[config.mk]
export PLATFORM = sky130hd
export DESIGN_NAME = hazard_ctrl
export DESIGN_NICKNAME = d
export VERILOG_FILES = /design/src/rtl/core_pkg.sv /design/src/rtl/hazard_ctrl_sat_counter.sv /design/src/rtl/hazard_ctrl.sv
export SDC_FILE = /design/constraint.sdc
export NUM_CORES = 1
export LEC_CHECK = 0
export BUFFER_PORTS_ARGS = -buffer_cell sky130_fd_sc_hd__buf_2
export CAP_MARGIN = 0
export CORE_UTILIZATION = 55
export CTS_CLUSTER_SIZE = 20
export DETAILED_ROUTE_END_ITERATION = 10
export PLACE_DENSITY = 0.83
export SLEW_MARGIN = 0
export SYNTH_ARGS = -nofsm -noshare
export SYNTH_HDL_FRONTEND = slang
export SYNTH_HIERARCHICAL = 1
export SYNTH_SLANG_ARGS = --single-unit
[constraint.sdc]
create_clock -name clk -period 3.2 [get_ports clk]
set_clock_uncertainty 0.05 [all_clocks]
set_input_delay 0.64 -clock clk [delete_from_list [all_inputs] [get_ports clk]]
set_output_delay 0.64 -clock clk [all_outputs]
set_load 0.02 [all_outputs]
[src/rtl/core_pkg.sv]
// core_pkg: shared pipeline-control types and constants for the 5-stage core.
package core_pkg;
  typedef enum logic [1:0] {RUN = 2'd0, DRAIN = 2'd1, HALTED = 2'd2} state_t;
  localparam logic [31:0] NOP_INSTR = 32'h0000_0000;
  localparam int CNT_WIDTH_DEF = 16;
endpackage

[src/rtl/hazard_ctrl_sat_counter.sv]
// sat_counter: synchronous-clear counter that sticks at all-ones.
module sat_counter #(
  parameter int WIDTH = 16
) (
  input  logic             clk,
  input  logic             clr,
  input  logic             inc,
  output logic [WIDTH-1:0] cnt
);
  always_ff @(posedge clk)
    cnt <= clr ? '0 : (inc && cnt != '1) ? cnt + 1'b1 : cnt;
endmodule

[src/rtl/hazard_ctrl.sv]
// hazard_ctrl: load-use stall, branch flush, memory freeze and halt/drain sequencing.
module hazard_ctrl
  import core_pkg::*;
#(
  parameter int CNT_WIDTH    = CNT_WIDTH_DEF,
  parameter int DRAIN_CYCLES = 4
) (
  input  logic                 clk,
  input  logic                 rst,
  input  logic [4:0]           rs1_q2_i,
  input  logic [4:0]           rs2_q2_i,
  input  logic                 rs1_used_q2_i,
  input  logic                 rs2_used_q2_i,
  input  logic [4:0]           rd_q3_i,
  input  logic                 mem_re_q3_i,
  input  logic                 branch_taken_q4_i,
  input  logic                 mem_busy_i,
  input  logic                 halt_req_i,
  output logic                 pc_we_o,
  output logic                 pc_sel_target_o,
  output logic                 q1q2_we_o,
  output logic                 q1q2_flush_o,
  output logic                 q2q3_flush_o,
  output logic                 q3q4_flush_o,
  output logic                 pipe_we_o,
  output logic                 halted_o,
  output logic [CNT_WIDTH-1:0] stall_cnt_o,
  output logic [CNT_WIDTH-1:0] flush_cnt_o
);
  localparam int DW = $clog2(DRAIN_CYCLES + 1);
  state_t        r_state, w_state_nxt;
  logic [DW-1:0] r_drain, w_drain_nxt;
  logic          r_halted, w_freeze, w_hit, w_branch, w_lu;
  always_comb begin
    w_freeze    = mem_busy_i;
    w_hit       = mem_re_q3_i && rd_q3_i != '0 &&
                  ((rs1_used_q2_i && rs1_q2_i == rd_q3_i) || (rs2_used_q2_i && rs2_q2_i == rd_q3_i));
    w_branch    = !w_freeze && r_state != HALTED && branch_taken_q4_i;
    w_lu        = !w_freeze && r_state != HALTED && !branch_taken_q4_i && w_hit;
    w_drain_nxt = w_branch ? DW'(1) : w_lu ? r_drain : r_drain + 1'b1;
    w_state_nxt = r_state;
    if (!w_freeze)
      case (r_state)
        RUN:     if (halt_req_i && !w_branch) w_state_nxt = DRAIN;
        DRAIN:   w_state_nxt = !halt_req_i ? RUN : (w_drain_nxt == DW'(DRAIN_CYCLES)) ? HALTED : DRAIN;
        HALTED:  if (!halt_req_i) w_state_nxt = RUN;
        default: w_state_nxt = RUN;
      endcase
    // reset forces every register to flush with all enables low
    pc_we_o         = !rst && !w_freeze && (w_branch || (!w_lu && r_state == RUN));
    pc_sel_target_o = !rst && w_branch;
    q1q2_we_o       = !rst && !w_freeze && !w_lu;
    q1q2_flush_o    = rst || (!w_freeze && (w_branch || (!w_lu && r_state != RUN)));
    q2q3_flush_o    = rst || w_branch || w_lu;
    q3q4_flush_o    = rst || w_branch;
    pipe_we_o       = !rst && !w_freeze;
  end
  always_ff @(posedge clk)
    if (rst) begin
      r_state  <= RUN;
      r_drain  <= '0;
      r_halted <= 1'b0;
    end else begin
      r_state  <= w_state_nxt;
      r_drain  <= r_state != DRAIN ? '0 : w_freeze ? r_drain : w_drain_nxt;
      r_halted <= w_state_nxt == HALTED;
    end
  assign halted_o = r_halted;
  sat_counter #(.WIDTH(CNT_WIDTH)) u_stall_cnt (.clk(clk), .clr(rst), .inc(w_lu), .cnt(stall_cnt_o));
  sat_counter #(.WIDTH(CNT_WIDTH)) u_flush_cnt (.clk(clk), .clr(rst), .inc(w_branch), .cnt(flush_cnt_o));
endmodule

==> flow_summary.json, run 1 <==
{
  "die_w_um": 66.6,
  "cts.sinks": 38,
  "dieHeight_um": 66.6,
  "ctsHtreeMaxLevel": 2,
  "ir_drop_mv": 0.175,
  "n_antenna_cell": 0,
  "path_class": "input pin to output port",
  "ant_nets": 0,
  "synth_area_mm2": 0.00229,
  "clockRootBuffer": "clkbuf_8",
  "holdBufCountCts": 0,
  "clk_path_buf_depth": 2,
  "post_cts_buffers": 0,
  "pre_cts_slack_ns": 0.253,
  "fin_crit_sh": 0.921,
  "power.density_mw_per_mm2": 335,
  "antenna_found_initial": 0,
  "synth_cell_types": 47,
  "hold_violations": 0,
  "vias": 2312,
  "postLayoutSetupSlackWorst_ns": 0.251,
  "first_pass_iters": 4,
  "critPathRequiredTime_ns": 2.51,
  "path_max_fanout": 4,
  "layout-drive-gt1-share": 0.254,
  "vias_per_cell": 5.94,
  "cp-start-kind": "input pin",
  "finalPower_uw": 917,
  "tightest_slew_ns": 0.821,
  "slew_violations": 0,
  "routabilityCongestion": 0.842,
  "seq_area_um2": 761,
  "std_cell_rows": 23,
  "start_util": 0.574,
  "fin_util": 0.685,
  "cts_resized": 0,
  "cts_tree": "built",
  "nets": 364,
  "synth-main-ff-cell": "dfxtp_1",
  "status": "completed",
  "port_buffers": 62,
  "synth-warning-count": 6,
  "clk_pin_slew_ns": 0.08,
  "crit_arrival_ns": 2.26,
  "avgSynthCellArea_um2": 8.31,
  "hpwl_mm": 3.89,
  "slew_headroom": 0.448,
  "dieArea_mm2": 0.00443,
  "syn_nets": 302,
  "synth_enable_flop_cells": 0,
  "leakage_uw": 0.00107,
  "area_growth_pct": 19.5,
  "hp-class": "flop to flop",
  "ys_seq_area_frac": 0.332,
  "finalWirelength_mm": 5.43,
  "grt_use_total": 0.256,
  "rsz0062_at_grt": "no",
  "multi_input_area_mm2": 0.00145,
  "clock_latency_ns": 0.29,
  "core_mm2": 0.00400,
  "max_clock_freq_mhz": 339,
  "wl_per_cell_um": 14.0,
  "cts_made_buffers": 5,
  "fillCellCount": 363,
  "max_cap_violations": 0,
  "critPathCaptureType": "output port",
  "syn_inst": 276,
  "drc": 0,
  "synth_seq_cells": 38,
  "grt_overflow_total": 0,
  "ys_async_sr_fraction": 0,
  "period_minus_slack_ns": 2.95,
  "tns_ns": 0,
  "grt_pass1_wl_mm": 8.89,
  "finalSetupViolCount": 0,
  "grt_max_degree": 23,
  "drt_iter0_markers": 135,
  "io_pins": 63,
  "grt_pass1_vias": 2099
}
==> metrics by stage <==
stage | instance area, µm² | hold slack (ns) | instances
CTS | 2740 | 0.473 | 389
global route | 2740 | 0.510 | 389
global placement | 2650 | 0.455 | 381
finish | 2740 | 0.473 | 389
detailed placement | 2650 | 0.461 | 381
floorplan | 2290 | 0.423 | 276
==> cell usage in the layout (no fill, tap or decap), drive strengths merged, types with 3 or more instances in the layout <==
| master | netlist | layout |
|---|---|---|
| inv | 12 | 12 |
| mux2i | 3 | 3 |
| xnor2 | 14 | 14 |
| dfxtp | 38 | 38 |
| and4 | 6 | 6 |
| nand2 | 18 | 18 |
| ha | 3 | 3 |
| nand3b | 3 | 3 |
| clkbuf | 5 | 6 |
| mux2 | 3 | 3 |
| buf | 4 | 64 |
| nor4 | 6 | 6 |
| nand4 | 10 | 10 |
| o31ai | 13 | 13 |
| o21ai | 11 | 11 |
| a21oi | 24 | 24 |
| nor2b | 6 | 6 |
| or3 | 9 | 9 |
| o21a | 3 | 3 |
| nor3 | 11 | 11 |
| nand3 | 16 | 16 |
| or4 | 15 | 15 |
| nor2 | 19 | 19 |
==> cells by family after synthesis <==
family	share of synthesized area
multiplexers	0.0278
flip-flops	0.332
adder cells (fa/ha/maj)	0.0164
buffers and inverters	0.0354
AND/OR/NAND/NOR	0.369
XOR/XNOR	0.0573
AO/OA/AOI/OAI	0.162
==> cell type report <==
| cell class | instances | area share |
|---|---|---|
| multi-input combinational | 217 | 0.530 |
| clock buffer | 6 | 0.0301 |
| timing repair buffer | 64 | 0.119 |
| tap | 50 | 0.0228 |
| clock inverter | 2 | 0.00456 |
| inverter | 12 | 0.0164 |
| sequential | 38 | 0.277 |
==> synth_stat cells (all sizes together), types with 4 or more instances <==
master | n | area (µm²)
nand2 | 18 | 72.6
or4 | 15 | 116
buf | 4 | 17.5
nor2b | 6 | 45.0
inv | 12 | 45.0
nand3 | 16 | 80.1
or3 | 9 | 61.3
nand4 | 10 | 92.6
nor3 | 11 | 55.1
a21oi | 24 | 120
dfxtp | 38 | 761
xnor2 | 14 | 123
o31ai | 13 | 97.6
clkbuf | 5 | 18.8
o21ai | 11 | 55.1
nor4 | 6 | 67.6
and4 | 6 | 52.6
nor2 | 19 | 71.3
==> critical path, cell delays in order <==
cell and delay (ns):
buf_2 0.12, or4_4 0.53, o21a_1 0.22, and2_2 0.21, or2_1 0.23, o21ai_0 0.13, buf_2 0.18
==> report_power, final <==
group	internal [µW]	leakage [µW]	total [µW]	switching, µW
combinational	36.6	0.000720	88.5	51.8
clock	173	0.0000472	349	176
sequential	475	0.000306	480	4.46
==> sequential cells by signal (all words and copies together), names as in the netlist <==
signal           cells
u_stall_cnt/cnt     16
r_state              2
u_flush_cnt/cnt     16
halted_o             1
r_drain              3
==> layer usage <==
layer	vias up	part of all wire	global-route usage
met2	64	0.50	0.466
met1	1073	0.44	0.295
met5	-	0	0
met3	8	0.044	0.0548
li1	1167	-	-
met4	0	0.013	0.0771
==> worst paths after layout <==
kind,cells past startpoint,slack (ns),end,from
max,7,0.25,q1q2_flush_o,rd_q3_i[1]
min,2,0.47,u_stall_cnt/cnt[9]$_SDFFE_PP0P_,u_stall_cnt/cnt[9]$_SDFFE_PP0P_
max reg2reg,8,0.67,u_stall_cnt/cnt[11]$_SDFFE_PP0P_,r_state[1]$_SDFF_PP0_
min reg2reg,2,0.47,u_stall_cnt/cnt[9]$_SDFFE_PP0P_,u_stall_cnt/cnt[9]$_SDFFE_PP0P_
(Power assumes the default switching activity.)
==> inputs of run 2 (changes only) <==
--- a/config.mk
+++ b/config.mk
@@ -10,9 +10,8 @@
 export CORE_UTILIZATION = 55
 export CTS_CLUSTER_SIZE = 20
 export DETAILED_ROUTE_END_ITERATION = 10
-export PLACE_DENSITY = 0.83
+export PLACE_DENSITY = 0.85
 export SLEW_MARGIN = 0
 export SYNTH_ARGS = -nofsm -noshare
 export SYNTH_HDL_FRONTEND = slang
-export SYNTH_HIERARCHICAL = 1
 export SYNTH_SLANG_ARGS = --single-unit
==> flow_summary.json, run 2 <==
{
  "status": "completed",
  "p_seq_frac": 0.494,
  "start_util": 0.594,
  "slew_violations": 0,
  "grt_overflow_total": 0,
  "postLayoutSetupSlackWorst_ns": 0.517,
  "synth_cell_types": 44,
  "grt_pass1_vias": 1805,
  "cp-start-kind": "input pin",
  "cts_resized": 0,
  "dieHeight_um": 63.0,
  "cpLargestDelayFamily": "compound AO/OA/AOI/OAI gates",
  "max_cap_violations": 0,
  "layout-drive-gt1-share": 0.266,
  "critPathCaptureType": "output port",
  "routabilityCongestion": 0.850,
  "ys_async_sr_fraction": 0,
  "cts.sinks": 38,
  "wl_per_cell_um": 13.3,
  "leakage_uw": 0.00103,
  "nets": 333,
  "power.density_mw_per_mm2": 390,
  "synthMostInstantiatedCell": "dfxtp_1",
  "vias_per_cell": 5.69,
  "crit_arrival_ns": 1.99,
  "synth_seq_cells": 38,
  "hold_violations": 0,
  "max_clock_freq_mhz": 373,
  "finalWirelength_mm": 4.69,
  "avgSynthCellArea_um2": 8.31,
  "slew_headroom": 0.685,
  "r2r_slack_ns": 0.95,
  "ys_seq_area_frac": 0.372,
  "yosysTopAreaCell": "dfxtp_1",
  "ir_drop_mv": 0.304,
  "critPathRequiredTime_ns": 2.51,
  "cts_tree": "built",
  "mostFrequentLayoutCell": "buf_2",
  "std_cell_rows": 21,
  "grt_max_degree": 27,
  "ant_nets": 0,
  "core_mm2": 0.00344,
  "crit_path_top_delay_cell": "o22ai_2",
  "grt_use_total": 0.249,
  "dieArea_mm2": 0.00397,
  "clk_path_buf_depth": 2,
  "holdBufCountCts": 0,
  "cell_internal_pwr_uw": 739,
  "rsz0062_at_grt": "no",
  "r2r-start": "r_state[0]$_SDFF_PP0_",
  "io_pins": 63,
  "area_growth_pct": 21.5,
  "worstPathCellList": "buf_2, xnor2_1, nand4_1, o22ai_2, a21oi_1, a21oi_1, nor2_1, buf_2",
  "cts_made_buffers": 5,
  "tns_ns": 0,
  "ys_top_cells_by_area": "dfxtp_1, xnor2_1, nor2_1",
  "pwr-share-clk": 0.416,
  "clockRootBuffer": "clkbuf_8",
  "pre_cts_slack_ns": 0.487,
  "period_minus_slack_ns": 2.68,
  "clk_pin_slew_ns": 0.07,
  "port_buffers": 62,
  "grt_pass1_wl_mm": 7.98,
  "first_pass_iters": 4,
  "cp_num_buf_inv": 2,
  "switching_share": 0.237,
  "clock_latency_ns": 0.29,
  "die_w_um": 63.0,
  "min_from": "u_stall_cnt.cnt[5]$_SDFFE_PP0P_",
  "post_cts_buffers": 0,
  "path_max_fanout": 5,
  "drc": 0,
  "startpoint": "rd_q3_i[4]",
  "slowest_delay_ns": 0.30,
  "antenna_found_initial": 0,
  "synth_commonest_cells": "dfxtp_1, nor2_1, nand2_1",
  "fin_util": 0.722,
  "ctsHtreeMaxLevel": 2,
  "final_cell_mix": "buf_2, dfxtp_1, nor2_1",
  "synth_area_mm2": 0.00204,
  "fin_crit_sh": 0.838,
  "path_class": "input pin to output port",
  "hp-class": "flop to flop",
  "p_comb_frac": 0.090,
  "drt_iter0_markers": 102,
  "hpwl_mm": 3.45,
  "tightest_slew_ns": 0.469,
  "synth-warning-count": 0,
  "syn_inst": 246,
  "synth_top_area_frac": 0.372,
  "biggestRegsByFlops": "u_flush_cnt.cnt x16, u_stall_cnt.cnt x16, r_drain x3",
  "n_antenna_cell": 0,
  "switching_power_uw": 229,
  "finalSetupViolCount": 0,
  "syn_nets": 272,
  "vias": 2014,
  "synth-main-ff-cell": "dfxtp_1",
  "synth_enable_flop_cells": 0
}
==> run 2: cell count changes in the layout (fill, tap and decap cells not counted), sizes merged, moves of 6 or more <==
| cell | change |
|---|---|
| o31ai | -7 |
| xor2 | +12 |
| nor3 | -6 |
| or4 | -7 |
| nor2 | +12 |
| a21oi | -9 |
==> run 2: layer usage <==
metal / track usage / part of all wire / up-vias
met5: 0 / 0 / -
met4: 0.0610 / 0.0096 / 0
met3: 0.0657 / 0.063 / 8
met2: 0.440 / 0.49 / 59
met1: 0.296 / 0.44 / 938
li1: - / - / 1009
==> run 2: power groups by stage <==
stage | clock network [µW] | registers, µW | logic [µW]
after global placement | 0 | 490 | 85.4
after CTS | 407 | 479 | 87.2
after detailed placement | 0 | 490 | 86.5
after floorplan | 0 | 491 | 51.3
after global routing | 426 | 479 | 95.4
final | 403 | 479 | 87.1
==> run 2: cell type report <==
type | instances | area [µm²]
sequential | 38 | 761
inverter | 8 | 30.0
clock buffer | 5 | 68.8
multi-input combinational | 191 | 1210
tap | 46 | 57.6
clock inverter | 3 | 40.0
timing repair buffer | 63 | 318
fill | 281 | 957
==> run 2: final timing paths <==
path	end	cells after the start
min	u_stall_cnt.cnt[5]$_SDFFE_PP0P_	2
max	pc_we_o	8
min reg2reg	u_stall_cnt.cnt[5]$_SDFFE_PP0P_	2
max reg2reg	u_stall_cnt.cnt[15]$_SDFFE_PP0P_	6
==> run 2: worst register-to-register path: stages, from the launching register on <==
cell	delay [ns]
dfxtp_1	0.40
or2b_1	0.18
nand4_1	0.12
a21oi_2	0.24
nand3_2	0.41
nor4_2	0.38
mux2_1	0.35
==> run 2: cells by family (layout without fill, tap and decap cells) <==
| logic type | Yosys count | count (layout) | share of synthesized area |
|---|---|---|---|
| AO/OA/AOI/OAI | 40 | 40 | 0.136 |
| multiplexers | 5 | 5 | 0.0257 |
| adder cells (fa/ha/maj) | 3 | 3 | 0.0184 |
| XOR/XNOR | 28 | 28 | 0.120 |
| flip-flops | 38 | 38 | 0.372 |
| AND/OR/NAND/NOR | 115 | 115 | 0.292 |
| buffers and inverters | 17 | 79 | 0.0361 |
==> run 2: per-stage QoR <==
| stage | power [µW] | std cells | area (µm²) | hold WS (ns) |
|---|---|---|---|---|
| after floorplan | 543 | 246 | 2040 | 0.417 |
| after global placement | 575 | 346 | 2380 | 0.426 |
| after detailed placement | 576 | 346 | 2380 | 0.443 |
| after CTS | 973 | 354 | 2480 | 0.451 |
| after global routing | 1000 | 354 | 2480 | 0.474 |
| final | 969 | 354 | 2480 | 0.449 |
